### config.mk
export PLATFORM = sky130hd
export DESIGN_NAME = multicycle_controller
export DESIGN_NICKNAME = d
export VERILOG_FILES = /design/src/rtl/multicycle_controller.sv
export SDC_FILE = /design/constraint.sdc
export NUM_CORES = 1
export LEC_CHECK = 0
export ABC_AREA = 1
export CAP_MARGIN = 15
export CORE_MARGIN = 2
export CORE_UTILIZATION = 40
export CTS_BUF_LIST = sky130_fd_sc_hd__clkbuf_8 sky130_fd_sc_hd__clkbuf_16
export DETAILED_ROUTE_END_ITERATION = 6
export GPL_ROUTABILITY_DRIVEN = 0
export GPL_TIMING_DRIVEN = 0
export PLACE_DENSITY = 0.91
export SLEW_MARGIN = 20
export SYNTH_ARGS = -nofsm -noshare
export SYNTH_HDL_FRONTEND = slang
export SYNTH_SLANG_ARGS = --single-unit
### constraint.sdc
create_clock -name clk -period 1.8 [get_ports clk]
set_clock_uncertainty 0.05 [all_clocks]
set_input_delay 0.36 -clock clk [delete_from_list [all_inputs] [get_ports clk]]
set_output_delay 0.36 -clock clk [all_outputs]
set_load 0.01 [all_outputs]
### src/rtl/multicycle_controller.sv
`default_nettype none
// ============================================================================
// Module   : multicycle_controller
// Brief    : Control FSM sequencing a shared multicycle RISC-V datapath.
// Revision : 1.0 - initial release
// ============================================================================
module multicycle_controller (
  input  logic       clk,
  input  logic       reset,
  input  logic [6:0] op,
  input  logic [2:0] funct3,
  input  logic       funct7b5,
  input  logic       zero,
  input  logic       mem_ready,
  output logic       mem_req,
  output logic       AdrSrc,
  output logic       MemWrite,
  output logic       IRWrite,
  output logic       PCWrite,
  output logic       RegWrite,
  output logic [1:0] ResultSrc,
  output logic [1:0] ALUSrcA,
  output logic [1:0] ALUSrcB,
  output logic [2:0] ALUControl,
  output logic [2:0] ImmSrc,
  output logic       illegal,
  output logic [3:0] state
);

  localparam logic [3:0] c_FETCH    = 4'd0;
  localparam logic [3:0] c_DECODE   = 4'd1;
  localparam logic [3:0] c_MEMADR   = 4'd2;
  localparam logic [3:0] c_MEMREAD  = 4'd3;
  localparam logic [3:0] c_MEMWB    = 4'd4;
  localparam logic [3:0] c_MEMWRITE = 4'd5;
  localparam logic [3:0] c_EXECR    = 4'd6;
  localparam logic [3:0] c_EXECI    = 4'd7;
  localparam logic [3:0] c_ALUWB    = 4'd8;
  localparam logic [3:0] c_BRANCH   = 4'd9;
  localparam logic [3:0] c_JAL      = 4'd10;
  localparam logic [3:0] c_LUI      = 4'd11;
  localparam logic [3:0] c_TRAP     = 4'd12;

  localparam logic [6:0] c_OP_LOAD   = 7'b0000011;
  localparam logic [6:0] c_OP_STORE  = 7'b0100011;
  localparam logic [6:0] c_OP_RTYPE  = 7'b0110011;
  localparam logic [6:0] c_OP_ITYPE  = 7'b0010011;
  localparam logic [6:0] c_OP_BRANCH = 7'b1100011;
  localparam logic [6:0] c_OP_JAL    = 7'b1101111;
  localparam logic [6:0] c_OP_LUI    = 7'b0110111;

  logic [3:0] r_state;
  logic [3:0] w_next_state;
  logic       w_f3_alu_ok;
  logic       w_f3_br_ok;
  logic       w_f3_mem_ok;
  logic [2:0] w_alu_op;

  assign w_f3_alu_ok = (funct3 == 3'b000) || (funct3 == 3'b010) || (funct3[2:1] == 2'b11);
  assign w_f3_br_ok  = (funct3[2:1] == 2'b00);
  assign w_f3_mem_ok = (funct3 == 3'b010);
  assign state       = r_state;

  always_ff @(posedge clk or posedge reset) begin
    if (reset) r_state <= c_FETCH;
    else       r_state <= w_next_state;
  end

  always_comb begin
    w_next_state = c_FETCH;
    case (r_state)
      c_FETCH:    w_next_state = mem_ready ? c_DECODE : c_FETCH;
      c_DECODE: begin
        case (op)
          c_OP_LOAD,
          c_OP_STORE:  w_next_state = w_f3_mem_ok ? c_MEMADR : c_TRAP;
          c_OP_RTYPE:  w_next_state = w_f3_alu_ok ? c_EXECR  : c_TRAP;
          c_OP_ITYPE:  w_next_state = w_f3_alu_ok ? c_EXECI  : c_TRAP;
          c_OP_BRANCH: w_next_state = w_f3_br_ok  ? c_BRANCH : c_TRAP;
          c_OP_JAL:    w_next_state = c_JAL;
          c_OP_LUI:    w_next_state = c_LUI;
          default:     w_next_state = c_TRAP;
        endcase
      end
      c_MEMADR:   w_next_state = (op == c_OP_STORE) ? c_MEMWRITE : c_MEMREAD;
      c_MEMREAD:  w_next_state = mem_ready ? c_MEMWB : c_MEMREAD;
      c_MEMWB:    w_next_state = c_FETCH;
      c_MEMWRITE: w_next_state = mem_ready ? c_FETCH : c_MEMWRITE;
      c_EXECR,
      c_EXECI,
      c_LUI,
      c_JAL:      w_next_state = c_ALUWB;
      c_ALUWB,
      c_BRANCH:   w_next_state = c_FETCH;
      c_TRAP:     w_next_state = c_TRAP;
      default:    w_next_state = c_FETCH;
    endcase
  end

  // Shared ALU decode; the sub variant is only honoured in EXECR below
  always_comb begin
    w_alu_op = 3'b000;
    case (funct3)
      3'b000:  w_alu_op = funct7b5 ? 3'b001 : 3'b000;
      3'b010:  w_alu_op = 3'b101;
      3'b110:  w_alu_op = 3'b011;
      3'b111:  w_alu_op = 3'b010;
      default: w_alu_op = 3'b000;
    endcase
  end

  always_comb begin
    mem_req    = 1'b0;
    AdrSrc     = 1'b0;
    MemWrite   = 1'b0;
    IRWrite    = 1'b0;
    PCWrite    = 1'b0;
    RegWrite   = 1'b0;
    ResultSrc  = 2'b00;
    ALUSrcA    = 2'b00;
    ALUSrcB    = 2'b00;
    ALUControl = 3'b000;
    ImmSrc     = 3'b000;
    illegal    = 1'b0;
    // Reset gates everything so an abandoned access never leaves a strobe up
    if (!reset) begin
      case (r_state)
        c_FETCH: begin
          mem_req   = 1'b1;
          ALUSrcB   = 2'b10;
          ResultSrc = 2'b10;
          IRWrite   = mem_ready;
          PCWrite   = mem_ready;
        end
        c_DECODE: begin
          ALUSrcA = 2'b01;
          ALUSrcB = 2'b01;
          if (op == c_OP_BRANCH)   ImmSrc = 3'b101;
          else if (op == c_OP_JAL) ImmSrc = 3'b110;
        end
        c_MEMADR: begin
          ALUSrcA = 2'b10;
          ALUSrcB = 2'b01;
          ImmSrc  = (op == c_OP_STORE) ? 3'b001 : 3'b000;
        end
        c_MEMREAD: begin
          mem_req = 1'b1;
          AdrSrc  = 1'b1;
        end
        c_MEMWB: begin
          ResultSrc = 2'b01;
          RegWrite  = 1'b1;
        end
        c_MEMWRITE: begin
          mem_req  = 1'b1;
          AdrSrc   = 1'b1;
          MemWrite = 1'b1;
        end
        c_EXECR: begin
          ALUSrcA    = 2'b10;
          ALUControl = w_alu_op;
        end
        c_EXECI: begin
          ALUSrcA    = 2'b10;
          ALUSrcB    = 2'b01;
          ALUControl = (funct3 == 3'b000) ? 3'b000 : w_alu_op;
        end
        c_ALUWB:  RegWrite = 1'b1;
        c_BRANCH: begin
          ALUSrcA    = 2'b10;
          ALUControl = 3'b001;
          PCWrite    = zero ^ funct3[0];
        end
        c_JAL: begin
          PCWrite = 1'b1;
          ALUSrcA = 2'b01;
          ALUSrcB = 2'b10;
        end
        c_LUI: begin
          ALUSrcA = 2'b11;
          ALUSrcB = 2'b01;
          ImmSrc  = 3'b010;
        end
        c_TRAP:   illegal = 1'b1;
        default:  ;
      endcase
    end
  end

endmodule
`default_nettype wire

==> summary.md <==
| Metric | Value |
|---|---|
| Status | complete, but fails checks |
| Failing checks | negative setup slack |
| Hold-fix buffers, CTS | 0 |
| Worst setup path start | state[1] |
| Clock buffer depth | 2 |
| Syn Nets | between 150 and 200 |
| Drt wl/cell | between 15 and 20 um |
| Slew Viols, Final | 0 |
| CP endpoint kind | primary output |
| WL final | between 3000 and 4000 um |
| Worst-path fanout max | 4 |
| Iteration-0 DRC Markers | slightly above 70 |
| Detail Placement HPWL | roughly 1800 um |
| Global-route wire length before repair | 4870 um |
| Worst Path Arrival | roughly 1.6 ns |
| Setup WS post-layout | -0.229 ns |
| Mean post-synth cell area | roughly 5.3 um2 |
| CTS sink count | 4 |
| Crit Reg-Reg Startpoint | state[1] |
| Starting Density | a little over two fifths |
| Post-Layout Cell Count | 229 |
| Vias in the first global route | between 1k and 1.5k |
| Max FFs per register | 4 |
| Site row count | 15 |
| Vias after detailed routing | around 1.2k |
| Buffers on Ports | 37 |
| CP most frequent cell | inv_2 |
| CP Cell Sequence | inv_2, or2_4, nor2_4, inv_2, a31oi_2, buf_2 |
| DRC Markers | 0 |
| Setup TNS | -2.01 ns |
| Ys Warns | 0 |
| Core area | 0.00175 mm2 |
| EDFF count, synth | 0 |
| Seq cells post-synth | 4 |
| Layout cells sized above 1 | 45.6% |
| ANT cells | 0 |
| Setup-failing EPs final | 15 |
| Die area | roughly 0.0022 mm2 |
| Cell count after synthesis | 143 |
| Initial antenna violation count | 0 |
| Area delta synth->final | 85.6% |
| Max Clk Rate | between 400 and 500 MHz |
| # IOs | 38 |
| Critical Path RT | approximately 1.4 ns |
| Placed insts | around 200 |
| Largest net degree at the start of global routing | 11 |
| Critical path's slowest cell | dfrtp_1 |
| Static leakage | between 0.7 and 0.8 nW |
| Inserted Clock Buffers | 3 |
| Chip Width | 47.4 um |
| CP peak stage delay | around 0.44 ns |
| Hold Crit Class | input port to asynchronous set/reset pin |
| Least-Margin Pin Slew | 0.337 ns |
| Peak supply drop | just over 0.8 mV |
| Fraction of registers with async set/reset | between 90% and 100% |
| H-tree depth | 1 |
| CP Launch Type | flop |
| Vias per cell | around 5.4 |
| CTS tree | built |
| Sequential area share after synthesis | 13.3% |
| Worst-Skew Late Latency | 0.22 ns |
| Hold Vio Cnt, Final | 0 |
| RSZ-0062 raised after global routing | yes |
| Setup CP Type | flop to primary output |
| Post-layout min period | between 2 and 2.5 ns |
| Fin crit share | 113% |
| Worst relative slew slack | approximately 77% |
| Max-cap viol count | 0 |
| Worst-path clk slew | ~0.040 ns |
| Drt first pass iters | 4 |
| Total GRT Usage | between 30 and 40% |
| Synthesized cell area | between 700 and 800 um2 |
| Most used DFF post-synth | dfrtp_1 |
| Clk root buf | clkbuf_8 |
| Synth cell types | 25 |
| Final #Nets | 221 |
| DRT antenna net count | 0 |
| Die Height | around 47 um |
| GRT overflow | 0 |
| Pwr dens | 852 mW/mm2 |
==> logic make-up after synthesis <==
| kind of cell | count (synthesis) | share of synthesized area (%) |
|---|---|---|
| simple gates | 97 | 59.4 |
| compound gates | 19 | 14.3 |
| xor+xnor | 1 | 1.16 |
| flops | 4 | 13.3 |
| buf+inv | 22 | 11.9 |
==> final cells by class <==
class	instances	area, um2
plain buffers	2	25.0
clock buffers	3	41.3
fillers	126	345
inverters	20	77.6
multi-input cells	117	686
flip-flops and latches	4	104
well taps	25	31.3
repair buffers	58	435
==> critical path, delay by kind of cell (launching register included) <==
kind / cells / cell delay, ns
buffers and inverters: 3 / 0.35
AOI/OAI and AO/OA: 1 / 0.20
and+or+nand+nor: 2 / 0.42
DFF: 1 / 0.44
==> placed cells by master, fill, tap and decap left out, drive strengths merged, types with 2 or more instances in the layout <==
cell / count
nand2: 42
a21oi: 8
dlygate4sd2: 9
dfrtp: 4
nand3: 10
clkdlybuf4s50: 9
nor3: 7
a31oi: 3
buf: 38
clkbuf: 5
nor2: 35
clkdlybuf4s15: 2
inv: 20
or2: 2
o21ai: 6
==> cells in the mapped netlist, drive strengths merged (2+ instances only) <==
library cell | instances | area, um2
nand3 | 10 | 55.1
or2 | 2 | 15.0
nor3 | 7 | 40.0
dfrtp | 4 | 100
nor2 | 35 | 171
a31oi | 3 | 18.8
o21ai | 6 | 30.0
inv | 20 | 75.1
nand2 | 42 | 160
a21oi | 8 | 43.8
==> metal layers <==
| metal | global-route usage [%] | share of wire (%) | vias to the layer above |
|---|---|---|---|
| met5 | 0 | 0 | - |
| met1 | 33.6 | 39 | 561 |
| met2 | 52.7 | 49 | 89 |
| met3 | 6.42 | 8.3 | 16 |
| li1 | - | - | 575 |
| met4 | 23.9 | 4.0 | 0 |
==> stage by stage <==
step	power, W	worst slack [ns]	instance area [um2]	util, %	hold WS (ns)
after global routing	0.00125	-0.262	1400	80.2	0.334
after detailed placement	0.000766	-0.757	1160	66.2	0.691
after CTS	0.00103	-0.122	1320	75.5	0.305
after global placement	0.000759	-0.721	1160	66.2	0.676
after floorplan	0.000491	0.188	754	-	0.0927
final	0.00119	-0.229	1400	80.2	0.324
==> where the power goes <==
part	internal [W]	switching, W
sequential	0.000123	0.0000479
clock	0.000144	0.0000574
combinational	0.000342	0.000478
==> final timing paths <==
kind,endpoint,cells after the start,slack (ns)
worst max-delay path,ALUSrcA[0],6,-0.23
worst min-delay path,state[3],3,0.32
worst max register to register,state[2],10,-0.02
worst min register to register,state[2],5,0.80
max in group asynchronous,state[2],3,1.25
min in group clk,state[2],5,0.80
==> timing repair <==
action,4_1_cts,5_1_grt
buffers inserted,17,4
resized for setup,108,20
endpoints found under the setup margin,19,16
pin swaps,15,9
hold endpoints to repair,0,0
Note: power is estimated with default switching activity, not from simulation.
